**config.mk**
```make
export PLATFORM = sky130hd
export DESIGN_NAME = rps_match_controller
export DESIGN_NICKNAME = d
export VERILOG_FILES = /design/src/rtl/rps_pkg.sv /design/src/rtl/rps_edge_detect.sv /design/src/rtl/rps_match_controller.sv
export SDC_FILE = /design/constraint.sdc
export NUM_CORES = 1
export LEC_CHECK = 0
export ABC_AREA = 1
export CAP_MARGIN = 15
export CORE_MARGIN = 2
export CORE_UTILIZATION = 35
export CTS_BUF_LIST = sky130_fd_sc_hd__clkbuf_8
export DETAILED_ROUTE_END_ITERATION = 8
export PLACE_DENSITY = 0.64
export SETUP_SLACK_MARGIN = 0.05
export SLEW_MARGIN = 20
export SYNTH_ARGS = -nofsm -noshare
export SYNTH_HDL_FRONTEND = slang
export SYNTH_SLANG_ARGS = --single-unit
```
**constraint.sdc**
```tcl
create_clock -name clock -period 9.2 [get_ports clock]
set_input_delay 1.38 -clock clock [delete_from_list [all_inputs] [get_ports clock]]
set_output_delay 1.38 -clock clock [all_outputs]
set_load 0.02 [all_outputs]
```
**src/rtl/rps_pkg.sv**
```systemverilog
// Shared encodings, FSM states and helper functions for the rock-paper-scissors match core.
package rps_pkg;

  localparam logic [1:0] CH_NONE     = 2'd0;
  localparam logic [1:0] CH_ROCK     = 2'd1;
  localparam logic [1:0] CH_PAPER    = 2'd2;
  localparam logic [1:0] CH_SCISSORS = 2'd3;

  typedef enum logic [2:0] {
    ST_IDLE,
    ST_SELECT,
    ST_ARMED,
    ST_REVEAL,
    ST_MATCH_OVER
  } state_e;

  typedef enum logic [1:0] {
    RES_NONE,
    RES_WIN,
    RES_LOSE,
    RES_DRAW
  } result_e;

  // Right-shifting Galois masks for maximal-length polynomials.
  function automatic logic [31:0] lfsr_taps(input int unsigned width);
    case (width)
      8:       return 32'h0000_00B8;
      16:      return 32'h0000_B400;
      24:      return 32'h00E1_0000;
      32:      return 32'hA300_0000;
      default: return 32'h0000_B400;
    endcase
  endfunction

  function automatic logic beats(input logic [1:0] a, input logic [1:0] b);
    return (a == CH_ROCK     && b == CH_SCISSORS) ||
           (a == CH_PAPER    && b == CH_ROCK)     ||
           (a == CH_SCISSORS && b == CH_PAPER);
  endfunction

  // A choice is only taken when exactly one button edge arrives in a cycle.
  function automatic logic [1:0] pick_choice(input logic r, input logic p, input logic s);
    case ({s, p, r})
      3'b001:  return CH_ROCK;
      3'b010:  return CH_PAPER;
      3'b100:  return CH_SCISSORS;
      default: return CH_NONE;
    endcase
  endfunction

endpackage

```
**src/rtl/rps_edge_detect.sv**
```systemverilog
// Rising-edge pulse generator for a vector of synchronous level inputs.
module rps_edge_detect #(
  parameter int unsigned W = 5
) (
  input  logic         clk,
  input  logic         rst_n,
  input  logic [W-1:0] level,
  output logic [W-1:0] pulse
);

  logic [W-1:0] prev_q;
  logic [W-1:0] prev_d;

  always_comb begin
    prev_d = level;
    pulse  = level & ~prev_q;
  end

  always_ff @(posedge clk or negedge rst_n) begin
    if (!rst_n) prev_q <= '0;
    else        prev_q <= prev_d;
  end

endmodule

```
**src/rtl/rps_match_controller.sv**
```systemverilog
// First-to-WIN_TARGET rock-paper-scissors match against an LFSR-driven CPU opponent.
module rps_match_controller
  import rps_pkg::*;
#(
  parameter int unsigned        WIN_TARGET    = 3,
  parameter int unsigned        SCORE_W       = 3,
  parameter int unsigned        LFSR_W        = 16,
  parameter logic [LFSR_W-1:0]  LFSR_SEED     = LFSR_W'(16'hACE1),
  parameter int unsigned        REVEAL_CYCLES = 8
) (
  input  logic               clock,
  input  logic               reset_button,
  input  logic               rock_button,
  input  logic               paper_button,
  input  logic               scissors_button,
  input  logic               stop_signal,
  input  logic               new_match,
  input  logic               cpu_override_en,
  input  logic [1:0]         cpu_override,
  output logic               win_led,
  output logic               lose_led,
  output logic               draw_led,
  output logic [1:0]         cpu_choice,
  output logic [SCORE_W-1:0] player_score,
  output logic [SCORE_W-1:0] cpu_score,
  output logic               match_over,
  output logic               match_won
);

  localparam int unsigned       CNT_W  = $clog2(REVEAL_CYCLES);
  localparam logic [LFSR_W-1:0] TAPS   = LFSR_W'(lfsr_taps(LFSR_W));
  localparam logic [SCORE_W-1:0] TARGET = SCORE_W'(WIN_TARGET);
  localparam logic [CNT_W-1:0]  CNT_LAST = CNT_W'(REVEAL_CYCLES - 1);

  logic [4:0] pulse;
  logic       rock_p, paper_p, scissors_p, stop_p, new_p;

  rps_edge_detect #(.W(5)) u_edge (
    .clk   (clock),
    .rst_n (reset_button),
    .level ({new_match, stop_signal, scissors_button, paper_button, rock_button}),
    .pulse (pulse)
  );

  assign {new_p, stop_p, scissors_p, paper_p, rock_p} = pulse;

  state_e              state_q, state_d;
  result_e             result_q, result_d;
  logic [LFSR_W-1:0]   lfsr_q, lfsr_d;
  logic [1:0]          choice_q, choice_d;
  logic [1:0]          cpu_q, cpu_d;
  logic [SCORE_W-1:0]  pscore_q, pscore_d;
  logic [SCORE_W-1:0]  cscore_q, cscore_d;
  logic [CNT_W-1:0]    cnt_q, cnt_d;

  logic [1:0] pick;
  logic [1:0] cpu_cand;
  logic [1:0] round_choice;
  logic [1:0] cpu_pick;

  assign pick     = pick_choice(rock_p, paper_p, scissors_p);
  assign cpu_cand = 2'(lfsr_q % LFSR_W'(3)) + 2'd1;

  always_ff @(posedge clock or negedge reset_button) begin
    if (!reset_button) begin
      state_q  <= ST_IDLE;
      result_q <= RES_NONE;
      lfsr_q   <= LFSR_SEED;
      choice_q <= CH_NONE;
      cpu_q    <= CH_NONE;
      pscore_q <= '0;
      cscore_q <= '0;
      cnt_q    <= '0;
    end else begin
      state_q  <= state_d;
      result_q <= result_d;
      lfsr_q   <= lfsr_d;
      choice_q <= choice_d;
      cpu_q    <= cpu_d;
      pscore_q <= pscore_d;
      cscore_q <= cscore_d;
      cnt_q    <= cnt_d;
    end
  end

  always_comb begin
    state_d      = state_q;
    result_d     = result_q;
    lfsr_d       = lfsr_q[0] ? ((lfsr_q >> 1) ^ TAPS) : (lfsr_q >> 1);
    choice_d     = choice_q;
    cpu_d        = cpu_q;
    pscore_d     = pscore_q;
    cscore_d     = cscore_q;
    cnt_d        = cnt_q;
    round_choice = choice_q;
    cpu_pick     = cpu_override_en ? cpu_override : cpu_cand;

    case (state_q)
      ST_IDLE: begin
        if (new_p) begin
          state_d  = ST_SELECT;
          pscore_d = '0;
          cscore_d = '0;
        end
      end
      ST_SELECT: begin
        if (new_p) begin
          pscore_d = '0;
          cscore_d = '0;
        end else if (pick != CH_NONE) begin
          choice_d = pick;
          state_d  = ST_ARMED;
        end
      end
      ST_ARMED: begin
        if (new_p) begin
          state_d  = ST_SELECT;
          choice_d = CH_NONE;
          pscore_d = '0;
          cscore_d = '0;
        end else begin
          // A choice edge coinciding with stop still counts for this round.
          if (pick != CH_NONE) round_choice = pick;
          choice_d = round_choice;
          if (stop_p) begin
            cpu_d   = cpu_pick;
            cnt_d   = '0;
            state_d = ST_REVEAL;
            if (beats(round_choice, cpu_pick)) begin
              result_d = RES_WIN;
              if (pscore_q < TARGET) pscore_d = pscore_q + SCORE_W'(1);
            end else if (beats(cpu_pick, round_choice)) begin
              result_d = RES_LOSE;
              if (cscore_q < TARGET) cscore_d = cscore_q + SCORE_W'(1);
            end else begin
              result_d = RES_DRAW;
            end
          end
        end
      end
      ST_REVEAL: begin
        if (cnt_q == CNT_LAST) begin
          result_d = RES_NONE;
          choice_d = CH_NONE;
          if (pscore_q == TARGET || cscore_q == TARGET) begin
            state_d = ST_MATCH_OVER;
          end else begin
            state_d = ST_SELECT;
            cpu_d   = CH_NONE;
          end
        end else begin
          cnt_d = cnt_q + CNT_W'(1);
        end
      end
      ST_MATCH_OVER: begin
        if (new_p) begin
          state_d  = ST_SELECT;
          cpu_d    = CH_NONE;
          pscore_d = '0;
          cscore_d = '0;
        end
      end
      default: state_d = ST_IDLE;
    endcase
  end

  always_comb begin
    win_led    = 1'b0;
    lose_led   = 1'b0;
    draw_led   = 1'b0;
    cpu_choice = CH_NONE;
    match_over = 1'b0;
    match_won  = 1'b0;
    case (state_q)
      ST_REVEAL: begin
        win_led    = (result_q == RES_WIN);
        lose_led   = (result_q == RES_LOSE);
        draw_led   = (result_q == RES_DRAW);
        cpu_choice = cpu_q;
      end
      ST_MATCH_OVER: begin
        match_over = 1'b1;
        match_won  = (pscore_q == TARGET);
        win_led    = (pscore_q == TARGET);
        lose_led   = (pscore_q != TARGET);
        cpu_choice = cpu_q;
      end
      default: ;
    endcase
  end

  assign player_score = pscore_q;
  assign cpu_score    = cscore_q;

endmodule
```
==> results.yml, run 1 <==
pwr:
  p_sw_w: 0.0002348
  p_leak_nw: 1.472
  seq_power_share_pct: 36.6
  finalPower_w: 0.0006028
  p_clk_share_pct: 24.6
  intPower_w: 0.0003680
  powerDensity_mw_per_mm2: 202.7
  pwr-share-comb_pct: 38.7
  switching_share_pct: 38.95
  irDropWorstVdd_mv: 0.1287
cts:
  cts_resized: 0
  postCtsHoldBufs: 0
  cts_htree_levels: 2
  clock_latency_ns: 0.30
  cts_setup_buffers: 0
  cts_tree: "built"
  cts.path.max_buffers: 2
  clk_pin_slew_worst_paths_ns: 0.09
  numCtsBuffers: 5
  cts.sinks: 39
  cts_root_buf: "clkbuf_8"
route:
  met3WireLength_microns: 127
  postRouteAntennaNets: 0
  wl_per_cell_microns: 10.47
  drt_iter0_drc: 61
  drcViolationCount: 0
  met2_length_microns: 2354
  first_pass_iters: 4
  top_layer: "met4"
  vias_per_cell: 4.615
  vias: 2155
  wl_met1_microns: 2347
  wirelength_microns: 4888
worst_setup_path:
  required_ns: 9.39
  r2r_start: "lfsr_q[15]"
  r2r_slack_ns: 3.86
  cpMostUsedCell: "nand2_1"
  crit_path_max_incr_delay_ns: 0.55
  r2r_end: "cpu_score[0]"
  critPathSlowestCell: "dfstp_2"
  startpoint_type: "flop"
  endpoint_kind: "flop"
  ff2ff_path_depth: 50
  path_class: "flop to flop"
  cp.arrival_ns: 5.54
  crit_path_max_fanout: 5
hold_path:
  min-delay-start: "lfsr_q[6]"
  hp-class: "flop to flop"
  holdPathEnd: "lfsr_q[5]"
  holdPathStages: 0
sta:
  finClkSkew_ns: 0.009998
  post-route-period-util_pct: 58.08
  final-setup-viol-count: 0
  fin_tns_setup_ns: 0
  slew_viol_final: 0
  hold_violations: 0
  hold_slack_ns: 0.3772
  period_needed_ns: 5.344
  worstMarginPinSlew_ns: 0.8610
  relSlewSlack_pct: 42.60
  rsz0062_at_grt: "false"
  fmax_mhz: 187.1
final_layout:
  n_antenna_cell: 0
  layout_commonest_cell: "nand2_1"
  final_area_sq_mm: 0.002974
  area_growth_pct: 17.67
  drive_gt1_share_pct: 15.36
  final_cell_mix: "75 x nand2_1, 65 x inv_1, 35 x nand3_1"
  nets: 388
  fin_util_pct: 43.06
grt:
  antenna_found_initial: 0
  grt_pass1_vias: 2162
  grt_util_all_layers_pct: 13.96
  grt-ovfl-total: 0
  grt_max_degree: 40
  grt_pass1_wl_microns: 8852
flow_run:
  drv_cap: 0
place:
  dp.final_hpwl_microns: 3838
  place_area_sq_mm: 0.002858
  port_buffers: 22
  gp_congestion: 0.8002
synthesis:
  ys_seq_elements: 39
  yosys_warnings: 0
  avgSynthCellArea_sq_um: 7.390
  netlist_area_sq_mm: 0.002527
  synth_cell_types: 34
  synthesis.nets: 360
  synth-seq-area-share_pct: 39.01
  postSynthCellCount: 342
floorplanning:
  initial_utilization_pct: 36.59
  fp.dieW_microns: 88.98
  core_area_sq_mm: 0.006907
  die_h_microns: 88.98
  io_pins: 23
  die_area_sq_mm: 0.007917
  rows: 30
run_status:
  status: "finished clean"
[worst max-delay path by stage]
| stage | start | slack (ns) | endpoint | cells after the start |
|---|---|---|---|---|
| 6_report | lfsr_q[15] | 3.86 | cpu_score[0] | 50 |
| 5_1_grt | lfsr_q[15] | 3.12 | cpu_score[0] | 51 |
| 4_1_cts | lfsr_q[15] | 3.81 | player_score[2] | 50 |
| 3_5_place_dp | lfsr_q[15] | 3.85 | player_score[2] | 50 |
| 3_3_place_gp | lfsr_q[13] | 4.05 | player_score[0] | 50 |
| 2_1_floorplan | lfsr_q[15] | 4.38 | player_score[0] | 48 |
[critical path: cells and delay by family (launching register included)]
family	cells	cell delay (ns)
adder cells (fa/ha/maj)	2	0.37
AO/OA/AOI/OAI	4	0.64
AND/OR/NAND/NOR	41	3.53
buffers and inverters	3	0.16
flip-flops	1	0.55
[flip-flops by register name, summed over array words and instances (netlist names)]
name,count
cnt_q,3
result_q,2
state_q,3
u_edge.prev_q,5
player_score,3
cpu_q,2
cpu_score,3
lfsr_q,16
choice_q,2
[power by group through the flow]
stage	sequential, W	clock (W)	combinational (W)
after global placement	0.000223	0	0.000231
final	0.000221	0.000148	0.000234
after global routing	0.000224	0.000157	0.000266
after floorplan	0.000226	0	0.000166
after CTS	0.000221	0.000153	0.000235
after detailed placement	0.000223	0	0.000235
[kinds of logic (layout without fill, tap and decap cells)]
| group | count (synthesis) | count (layout) | synth area share, % |
|---|---|---|---|
| and+or+nand+nor | 183 | 183 | 34.60 |
| buffers and inverters | 67 | 96 | 10.00 |
| AOI/OAI and AO/OA | 41 | 41 | 11.04 |
| DFF | 39 | 39 | 39.01 |
| adders and majority gates | 8 | 8 | 3.961 |
| xor gates and xnor gates | 4 | 4 | 1.386 |
[synth_stat cells (all sizes together)]
cell / instances / share of area (%)
a31o: 1 / 0.35
xor2: 4 / 1.4
a211oi: 1 / 0.30
ha: 8 / 4.0
nor4: 1 / 0.25
a21oi: 8 / 1.9
buf: 1 / 0.20
o21ai: 18 / 4.5
nor2: 37 / 6.7
o21bai: 2 / 0.74
o32ai: 2 / 0.69
nand3: 43 / 10
a22o: 2 / 0.69
dfrtp: 31 / 31
a311o: 1 / 0.40
o22ai: 5 / 1.2
or2: 2 / 0.50
nand4: 4 / 0.99
dfstp: 8 / 8.3
nand2: 90 / 15
nor3: 6 / 1.2
a21boi: 1 / 0.30
inv: 66 / 9.8
[metal layers]
| layer | track usage, % | vias up |
|---|---|---|
| met4 | 4.071 | 0 |
| met1 | 17.06 | 978 |
| met2 | 25.03 | 20 |
| met3 | 2.678 | 6 |
| li1 | - | 1151 |
| met5 | 0 | - |
[final cells by class]
type / instances / area (sq um)
clock inverter: 3 / 47.55
multi-input combinational: 236 / 1289
clock buffer: 5 / 68.82
timing repair buffer: 22 / 215.2
inverter: 66 / 247.7
sequential: 39 / 985.9
fill: 704 / 3933
tap: 96 / 120.1
[stage by stage]
step / setup slack [ns] / instances
finish: 3.856 / 467
global route: 3.116 / 467
CTS: 3.810 / 467
detailed placement: 3.853 / 459
global placement: 4.046 / 459
floorplan: 4.382 / 342
Note: power is estimated with default switching activity, not from simulation.
==> run 2: changes to the inputs <==
--- a/config.mk
+++ b/config.mk
@@ -11,7 +11,7 @@
 export CORE_UTILIZATION = 35
 export CTS_BUF_LIST = sky130_fd_sc_hd__clkbuf_8
 export DETAILED_ROUTE_END_ITERATION = 8
-export PLACE_DENSITY = 0.64
+export PLACE_DENSITY = 0.66
 export SETUP_SLACK_MARGIN = 0.05
 export SLEW_MARGIN = 20
 export SYNTH_ARGS = -nofsm -noshare
==> constraint.sdc (replaced) <==
create_clock -name clock -period 4.6 [get_ports clock]
set_input_delay 0.69 -clock clock [delete_from_list [all_inputs] [get_ports clock]]
set_output_delay 0.69 -clock clock [all_outputs]
set_load 0.02 [all_outputs]
==> results.yml, run 2 (synthesis gave the netlist of run 1 again) <==
run_status:
  status: "complete, but fails checks"
  violations: "negative setup slack"
pwr:
  p_clk_share_pct: 21.2
  powerDensity_mw_per_mm2: 358.2
  intPower_w: 0.0007123
  seq_power_share_pct: 37.9
  finalPower_w: 0.001173
  p_leak_nw: 1.629
  irDropWorstVdd_mv: 0.2206
  pwr-share-comb_pct: 41.0
  p_sw_w: 0.0004607
  switching_share_pct: 39.27
worst_setup_path:
  critPathSlowestCell: "dfstp_2"
  crit_start: "lfsr_q[15]"
  crit_path_max_fanout: 5
  crit_end: "cpu_score[1]"
  r2r_slack_ns: -0.59
  r2r_start: "lfsr_q[15]"
  required_ns: 4.79
  cp.arrival_ns: 5.38
  path_class: "flop to flop"
  startpoint_type: "flop"
  ff2ff_path_depth: 49
  crit_path_max_incr_delay_ns: 0.56
  r2r_end: "cpu_score[1]"
  endpoint_kind: "flop"
floorplanning:
  core_area_sq_mm: 0.006907
  io_pins: 23
  die_h_microns: 88.98
  initial_utilization_pct: 36.59
  fp.dieW_microns: 88.98
  die_area_sq_mm: 0.007917
  rows: 30
sta:
  hold_slack_ns: 0.3764
  fmax_mhz: 192.7
  worst_slack_ns: -0.5895
  period_needed_ns: 5.189
  hold_violations: 0
  rsz0062_at_grt: "true"
  post-route-period-util_pct: 112.8
  final-setup-viol-count: 10
  relSlewSlack_pct: 42.40
  slew_viol_final: 0
  worstMarginPinSlew_ns: 0.8640
  finClkSkew_ns: 0.005293
cts:
  clock_latency_ns: 0.29
  cts_htree_levels: 2
  cts_tree: "built"
  clk_pin_slew_worst_paths_ns: 0.07
  numCtsBuffers: 5
  cts.path.max_buffers: 2
  cts_root_buf: "clkbuf_8"
  cts.sinks: 39
  postCtsHoldBufs: 0
grt:
  grt_pass1_vias: 2018
  grt-ovfl-total: 0
  grt_max_degree: 40
  grt_util_all_layers_pct: 13.52
  antenna_found_initial: 0
  grt_pass1_wl_microns: 8424
final_layout:
  n_antenna_cell: 0
  reg_top3: "lfsr_q x16, u_edge.prev_q x5"
  area_growth_pct: 29.55
  top_register: "lfsr_q"
  fill_cells: 722
  largest_reg_flops: 16
  layout_commonest_cell: "inv_1"
  nets: 405
  final_cell_mix: "60 x inv_1, 57 x nand2_1, 31 x dfrtp_1"
  drive_gt1_share_pct: 30.67
route:
  vias: 2278
  drcViolationCount: 0
  drt_iter0_drc: 61
  wirelength_microns: 5294
  wl_per_cell_microns: 10.94
  postRouteAntennaNets: 0
  vias_per_cell: 4.707
  first_pass_iters: 4
hold_path:
  hp-class: "flop to flop"
  holdPathStages: 0
place:
  port_buffers: 22
  dp.final_hpwl_microns: 3909
  gp_congestion: 0.8468
flow_run:
  drv_cap: 0
==> run 2: cell type report <==
| cell class | instances | area [sq um] | share of cell area [%] |
|---|---|---|---|
| Inverter | 66 | 247.7 | 7.566 |
| Sequential cell | 39 | 985.9 | 30.11 |
| Multi-Input combinational cell | 236 | 1478 | 45.13 |
| Clock inverter | 1 | 3.754 | 0.1146 |
| Tap cell | 96 | 120.1 | 3.668 |
| Timing Repair Buffer | 39 | 342.8 | 10.47 |
| Clock buffer | 7 | 96.34 | 2.942 |
==> run 2: power by group through the flow <==
stage	registers [W]	clock network [W]	logic, W
final	0.000444	0.000248	0.000481
after detailed placement	0.000448	0	0.000478
after global routing	0.000451	0.000271	0.000542
after global placement	0.000447	0	0.000467
after floorplan	0.000452	0	0.000336
after CTS	0.000444	0.000258	0.000478
==> run 2: critical path: cells and delay by family, from the launching register on <==
| family | cells | cell delay [ns] |
|---|---|---|
| flip-flops | 1 | 0.56 |
| buffers and inverters | 3 | 0.14 |
| AO/OA/AOI/OAI | 8 | 1.08 |
| adder cells (fa/ha/maj) | 2 | 0.35 |
| AND/OR/NAND/NOR | 36 | 2.98 |
==> run 2: through the flow <==
stage / worst slack (ns) / std cells / utilization [%] / area [sq um] / TNS (ns)
after floorplan: -0.1321 / 342 / - / 2574 / -0.6815
after global placement: -0.4358 / 474 / 43.68 / 3017 / -3.376
after detailed placement: -0.6273 / 474 / 43.68 / 3017 / -5.121
after CTS: -0.5781 / 482 / 45.36 / 3133 / -4.670
after global routing: -1.133 / 484 / 47.41 / 3274 / -9.983
final: -0.5895 / 484 / 47.41 / 3274 / -4.746
==> run 2: how the worst min path moves through the flow <==
stage                 to  slack (ns)       from
3_5_place_dp   lfsr_q[5]        0.37  lfsr_q[6]
3_3_place_gp   lfsr_q[5]        0.37  lfsr_q[6]
2_1_floorplan  lfsr_q[5]        0.36  lfsr_q[6]
6_report       lfsr_q[5]        0.38  lfsr_q[6]
5_1_grt        lfsr_q[5]        0.38  lfsr_q[6]
4_1_cts        lfsr_q[5]        0.38  lfsr_q[6]
==> run 2: layer usage <==
metal | vias up | wire (microns) | track usage (%)
met2 | 27 | 2561 | 22.46
li1 | 1187 | - | -
met5 | - | 0 | 0
met1 | 1059 | 2506 | 17.23
met3 | 5 | 168 | 3.509
met4 | 0 | 58 | 4.478
==> run 2: what timing repair did <==
action	in CTS	in global routing
endpoints found under the setup margin	10	10
gates resized for setup	4	35
pin swaps	2	13
buffers inserted	0	2
